**config.mk**
```make
export PLATFORM = sky130hd
export DESIGN_NAME = axi_wr_to_alwr
export DESIGN_NICKNAME = d
export VERILOG_FILES = /design/src/rtl/axi_alwr_pkg.sv /design/src/rtl/axi_burst_addr_gen.sv /design/src/rtl/axi_wr_to_alwr.sv
export SDC_FILE = /design/constraint.sdc
export NUM_CORES = 1
export LEC_CHECK = 0
export ABC_AREA = 0
export CORE_ASPECT_RATIO = 1.2
export CORE_UTILIZATION = 25
export DETAILED_ROUTE_END_ITERATION = 12
export GPL_TIMING_DRIVEN = 0
export PLACE_DENSITY = 0.55
export SETUP_SLACK_MARGIN = 0.05
export SLEW_MARGIN = 20
export SYNTH_ARGS = -nofsm -noshare
export SYNTH_HDL_FRONTEND = slang
export SYNTH_SLANG_ARGS = --single-unit
```
**constraint.sdc**
```tcl
create_clock -name clk -period 3.5 [get_ports clk]
set_input_delay 0.7 -clock clk [delete_from_list [all_inputs] [get_ports clk]]
set_output_delay 0.7 -clock clk [all_outputs]
set_load 0.01 [all_outputs]
```
**src/rtl/axi_alwr_pkg.sv**
```systemverilog
// Shared types and constants for the AXI write to AL write bridge.
// Holds the bridge FSM state enum, AXI burst-type and response encodings,
// and a helper that recognises the burst lengths a WRAP burst may use.
package axi_alwr_pkg;

    typedef enum logic [1:0] {
        ST_IDLE = 2'd0,
        ST_DATA = 2'd1,
        ST_RESP = 2'd2
    } state_t;

    localparam logic [1:0] BURST_FIXED = 2'b00;
    localparam logic [1:0] BURST_INCR  = 2'b01;
    localparam logic [1:0] BURST_WRAP  = 2'b10;

    localparam logic [1:0] RESP_OKAY   = 2'b00;
    localparam logic [1:0] RESP_SLVERR = 2'b10;

    // A wrapping window must hold 2, 4, 8 or 16 beats.
    function automatic logic wrap_len_legal(input logic [7:0] len);
        return (len == 8'd1) || (len == 8'd3) || (len == 8'd7) || (len == 8'd15);
    endfunction

endpackage

```
**src/rtl/axi_burst_addr_gen.sv**
```systemverilog
// Next word-address generator for one AXI burst beat.
// Ports:
//   addr      - current word address
//   burst     - AXI burst type (FIXED/INCR/WRAP; reserved holds)
//   len       - AXI awlen of the burst, used as the WRAP window mask
//   addr_next - word address of the following beat
// The WRAP term is always computed; whether WRAP bursts are honoured at all
// is decided in the parent, which drops every beat of an unsupported burst.
module axi_burst_addr_gen
    import axi_alwr_pkg::*;
#(
    parameter int WA = 10
) (
    input  logic [WA-1:0] addr,
    input  logic [1:0]    burst,
    input  logic [7:0]    len,
    output logic [WA-1:0] addr_next
);

    logic [WA-1:0] addr_inc;
    logic [WA-1:0] wrap_mask;

    assign addr_inc  = addr + 1'b1;
    // For legal wrap lengths (2^n - 1) awlen is exactly the in-window offset mask.
    assign wrap_mask = WA'(len);

    always_comb begin
        addr_next = addr;
        case (burst)
            BURST_INCR: addr_next = addr_inc;
            BURST_WRAP: addr_next = (addr & ~wrap_mask) | (addr_inc & wrap_mask);
            default:    addr_next = addr;
        endcase
    end

endmodule

```
**src/rtl/axi_wr_to_alwr.sv**
```systemverilog
// AXI4 slave write channel (AW/W/B) to AL word-addressed write channel bridge.
// One burst in flight at a time; beats with partial strobes are consumed and
// dropped, and the burst then completes with SLVERR.
// Ports:
//   clk, rst         - clock, synchronous active-high reset
//   s_axi_aw*        - AXI write address channel (id, addr, len, burst)
//   s_axi_w*         - AXI write data channel
//   s_axi_b*         - AXI write response channel
//   m_al_w*          - AL write channel (word address, data, valid/ready)
// Build option: define AXI_WR_TO_ALWR_WRAP_EN to accept WRAP bursts.
//
// State   | meaning
// IDLE    | awready high, waiting for an AW handshake
// DATA    | passing / dropping W beats until the counter reaches zero
// RESP    | presenting the B response until bready
module axi_wr_to_alwr
    import axi_alwr_pkg::*;
#(
    parameter int DATA_BITS  = 2,
    parameter int DATA_WIDTH = 8 << DATA_BITS,
    parameter int ADDR_WIDTH = 12,
    parameter int ID_WIDTH   = 4
) (
    input  logic                          clk,
    input  logic                          rst,
    input  logic [ID_WIDTH-1:0]           s_axi_awid,
    input  logic [ADDR_WIDTH-1:0]         s_axi_awaddr,
    input  logic [7:0]                    s_axi_awlen,
    input  logic [1:0]                    s_axi_awburst,
    input  logic                          s_axi_awvalid,
    output logic                          s_axi_awready,
    input  logic [DATA_WIDTH-1:0]         s_axi_wdata,
    input  logic [DATA_WIDTH/8-1:0]       s_axi_wstrb,
    input  logic                          s_axi_wlast,
    input  logic                          s_axi_wvalid,
    output logic                          s_axi_wready,
    output logic [ID_WIDTH-1:0]           s_axi_bid,
    output logic [1:0]                    s_axi_bresp,
    output logic                          s_axi_bvalid,
    input  logic                          s_axi_bready,
    output logic [ADDR_WIDTH-1:DATA_BITS] m_al_waddr,
    output logic [DATA_WIDTH-1:0]         m_al_wdata,
    output logic                          m_al_wvalid,
    input  logic                          m_al_wready
);

    localparam int WA = ADDR_WIDTH - DATA_BITS;

    state_t              state_q;
    logic [ID_WIDTH-1:0] id_q;
    logic [WA-1:0]       addr_q;
    logic [WA-1:0]       addr_nxt;
    logic [7:0]          cnt_q;
    logic [7:0]          len_q;
    logic [1:0]          burst_q;
    logic                err_q;

    logic burst_ok;
    logic beat_good;
    logic in_data;
    logic aw_fire;
    logic w_fire;
    logic b_fire;
    logic wlast_bad;

    axi_burst_addr_gen #(.WA(WA)) u_addr_gen (
        .addr      (addr_q),
        .burst     (burst_q),
        .len       (len_q),
        .addr_next (addr_nxt)
    );

    always_comb begin
        burst_ok = 1'b0;
        case (burst_q)
            BURST_FIXED: burst_ok = 1'b1;
            BURST_INCR:  burst_ok = 1'b1;
`ifdef AXI_WR_TO_ALWR_WRAP_EN
            // An illegal wrap length is handled like an unsupported burst.
            BURST_WRAP:  burst_ok = wrap_len_legal(len_q);
`else
            BURST_WRAP:  burst_ok = 1'b0;
`endif
            default:     burst_ok = 1'b0;
        endcase
    end

    assign beat_good = (&s_axi_wstrb) && burst_ok;
    // Outputs are gated by rst directly so they are quiet during the reset
    // cycle itself, before the state register has been cleared.
    assign in_data   = (state_q == ST_DATA) && !rst;

    assign s_axi_awready = (state_q == ST_IDLE) && !rst;
    assign s_axi_wready  = in_data && (beat_good ? m_al_wready : 1'b1);
    assign m_al_wvalid   = in_data && beat_good && s_axi_wvalid;
    assign m_al_wdata    = s_axi_wdata;
    assign m_al_waddr    = rst ? '0 : addr_q;

    assign s_axi_bvalid  = (state_q == ST_RESP) && !rst;
    assign s_axi_bid     = s_axi_bvalid ? id_q : '0;
    assign s_axi_bresp   = (s_axi_bvalid && err_q) ? RESP_SLVERR : RESP_OKAY;

    assign aw_fire   = s_axi_awvalid && s_axi_awready;
    assign w_fire    = s_axi_wvalid && s_axi_wready;
    assign b_fire    = s_axi_bvalid && s_axi_bready;
    assign wlast_bad = s_axi_wlast != (cnt_q == 8'd0);

    always_ff @(posedge clk) begin
        if (rst) begin
            state_q <= ST_IDLE;
            id_q    <= '0;
            addr_q  <= '0;
            cnt_q   <= '0;
            len_q   <= '0;
            burst_q <= BURST_FIXED;
            err_q   <= 1'b0;
        end else begin
            case (state_q)
                ST_IDLE: begin
                    if (aw_fire) begin
                        id_q    <= s_axi_awid;
                        addr_q  <= s_axi_awaddr[ADDR_WIDTH-1:DATA_BITS];
                        cnt_q   <= s_axi_awlen;
                        len_q   <= s_axi_awlen;
                        burst_q <= s_axi_awburst;
                        err_q   <= 1'b0;
                        state_q <= ST_DATA;
                    end
                end
                ST_DATA: begin
                    if (w_fire) begin
                        addr_q <= addr_nxt;
                        cnt_q  <= cnt_q - 8'd1;
                        if (!beat_good || wlast_bad) begin
                            err_q <= 1'b1;
                        end
                        if (cnt_q == 8'd0) begin
                            state_q <= ST_RESP;
                        end
                    end
                end
                ST_RESP: begin
                    if (b_fire) begin
                        state_q <= ST_IDLE;
                    end
                end
                default: state_q <= ST_IDLE;
            endcase
        end
    end

endmodule

```
==> reports/results.ini <==
[power]
finalPower_mw = 1.599
internal_power_mw = 0.9832
leakage_nw = 1.277
power_switching_mw = 0.6160
pwr-share-seq = 0.348
max-vdd-ir-drop_mv = 0.1713
swShare = 0.3852
share_comb_of_total_power = 0.447
powerDensity_mw_per_mm2 = 477.3
p_clk_frac = 0.205

[synthesis]
synthArstFlopShare = 0
synth.ff_latch_count = 35
synthCells = 302
synth_edf_count = 0
synth_warnings = 0
synth_flop_cell = dfxtp_1
yosys.area.top_type = dfxtp_1
synth_top_cell_area_share = 0.3120
synth_cell_types = 45
syn_area_mm2 = 0.002246
yosysSeqAreaShare = 0.3120
syn_nets = 374
avgSynthCellArea_um2 = 7.437
synthTopCellsByArea = dfxtp_1 31%, buf_4 11%, nand2_1 8.2%, a21oi_1 6.5%, o21ai_0 4.9%

[sta]
max_freq_mhz = 299.3
tightest_slew_ns = 0.7449
tns_ns = 0
finClkSkew_ns = 0.002801
slew_viol_final = 0
setup_violations = 0
maxSlewHeadroom = 0.5023
layout_min_cycle_time_ns = 3.342
grt_setup_unrepaired = no
finalHoldViolCount = 0
period_share = 0.9547

[finish]
fill_cells = 922
layout_commonest_cell = clkdlybuf4s50_1
fin_cells = 512
finalNetCount = 466
final_cell_mix = 85 x clkdlybuf4s50_1, 49 x nand2_1, 35 x dfxtp_1, 33 x buf_4, 29 x a21oi_1
antenna_cells = 0
fin_area_mm2 = 0.003351
drive_above_1_share = 0.1316
syn2layout_area_growth_pct = 49.19
ff_latch_area_um2 = 700.7
multi_input_area_mm2 = 0.001214

[worst_setup_path]
cp_slowest_cell = clkdlybuf4s50_1
cp_max_fo = 10
r2r_start = burst_q[1]
path_cells = clkdlybuf4s50_1 -> inv_1 -> clkbuf_1 -> nand3_1 -> nor3_1 -> clkdlybuf4s50_1
cp_top_family = buffers and inverters
slowest_delay_ns = 0.58
crit_arrival_ns = 2.64
path_buf_inv = 4
cp.required_ns = 2.80
r2r_slack_ns = 1.58
cp_common_cell = clkdlybuf4s50_1
end_kind = output pin
reg2reg_depth = 5
path_class = in -> out
critPathLaunchType = primary input

[place]
dp.cells = 504
place.detailed.hpwl_um = 5414
dpl_cell_area_mm2 = 0.003243
gp_congestion = 0.8952
port_buffers = 85

[clock_network]
cts_setup_buffers = 0
cts_buffer_depth = 2
clock_latency_ns = 0.28
cts_buffers = 5
root_buffer = clkbuf_8
cts_sinks = 35
clk_pin_slew_ns = 0.07
cts_tree = yes
htree_levels = 2

[floorplan]
initial_core_util = 0.2594
row_count = 37
dieWidth_um = 88.53
ios = 121
coreArea_mm2 = 0.008657
die_area_mm2 = 0.009369
die_h_um = 105.8

[global_route]
grt_pass1_wl_um = 10820
antenna_found_initial = 0
track_usage = 0.1490
grt_max_degree = 11
grt_overflow_total = 0
grt_pass1_vias = 2263

[worst_hold_path]
holdPathEnd = id_q[3]
hp-class = reg -> reg
min_from = id_q[3]
hold_path_depth = 2

[outcome]
status = finished clean

[flow_run]
cap_violations = 0

[route]
first_pass_iters = 4
routed_via_density = 4.705
wl_per_cell_um = 13.68
final_antenna_net_count = 0
num_vias = 2409
drcViolationCount = 0
drtIter0Drc = 117
postRouteWirelength_um = 7003

## power by group through the flow
stage | clock network (mW) | registers (mW) | logic [mW]
floorplan | 0 | 0.540 | 0.476
global placement | 0 | 0.561 | 0.704
detailed placement | 0 | 0.564 | 0.710
CTS | 0.336 | 0.554 | 0.716
global route | 0.354 | 0.571 | 0.792
finish | 0.328 | 0.557 | 0.715
## cell type report
cell class,count,share of cell area
Buffer,48,0.09223
Clock buffer,8,0.02987
Inverter,8,0.008962
Multi-Input combinational cell,211,0.3622
Sequential cell,35,0.2091
Tap cell,117,0.04369
Timing Repair Buffer,85,0.2539
## kinds of logic after synthesis
kind of cell,count (synthesis),share of synthesized area
AND/OR/NAND/NOR,117,0.2513
AO/OA/AOI/OAI,73,0.1967
flip-flops,35,0.3120
multiplexers,6,0.02897
buffers and inverters,56,0.1499
adder cells (fa/ha/maj),3,0.01671
other,1,0.001670
XOR/XNOR,11,0.04290
## worst reg2reg max path, cell delays in order (launching register included)
cell	delay, ns
dfxtp_1	0.45
nand2b_1	0.23
or2_2	0.33
clkbuf_1	0.17
o21ai_0	0.26
mux2_2	0.37
## routing by layer
| layer | part of all wire | track usage |
|---|---|---|
| met5 | 0 | 0 |
| met4 | 0.010 | 0.03687 |
| met1 | 0.41 | 0.1707 |
| met3 | 0.070 | 0.03524 |
| met2 | 0.51 | 0.2709 |
## cells in the mapped netlist (3+ instances only)
master,instances
nand2_1,49
dfxtp_1,35
buf_4,33
a21oi_1,29
o21ai_0,22
nor2_1,17
clkbuf_1,12
nor3_1,10
nand3_1,9
nor2b_1,9
inv_1,8
xor2_1,6
and2_1,5
nand2b_1,5
xnor2_1,5
a32o_1,4
a31oi_1,3
ha_1,3
mux2_2,3
o211ai_1,3
## how the worst max path moves through the flow
stage / from / endpoint / cells after the start
CTS: rst / m_al_waddr[4] / 5
finish: rst / m_al_wvalid / 6
floorplan: rst / s_axi_bid[0] / 3
global route: rst / s_axi_awready / 5
global placement: rst / s_axi_bid[1] / 5
detailed placement: rst / s_axi_bid[1] / 5
## timing repair
action	CTS	global route
hold endpoints to repair	0	0
resized for setup	2	1
setup endpoints to repair	6	1
hold buffers	0	0
## through the flow
stage / setup WS (ns) / utilization / hold slack, ns
after floorplan: 1.185 / - / 0.4317
after global placement: 0.005132 / 0.3746 / 0.4415
after detailed placement: -0.03551 / 0.3746 / 0.4489
after CTS: 0.03754 / 0.3869 / 0.4593
after global routing: 0.05956 / 0.3871 / 0.4727
final: 0.1584 / 0.3871 / 0.4556
Note: power is estimated with default switching activity, not from simulation.
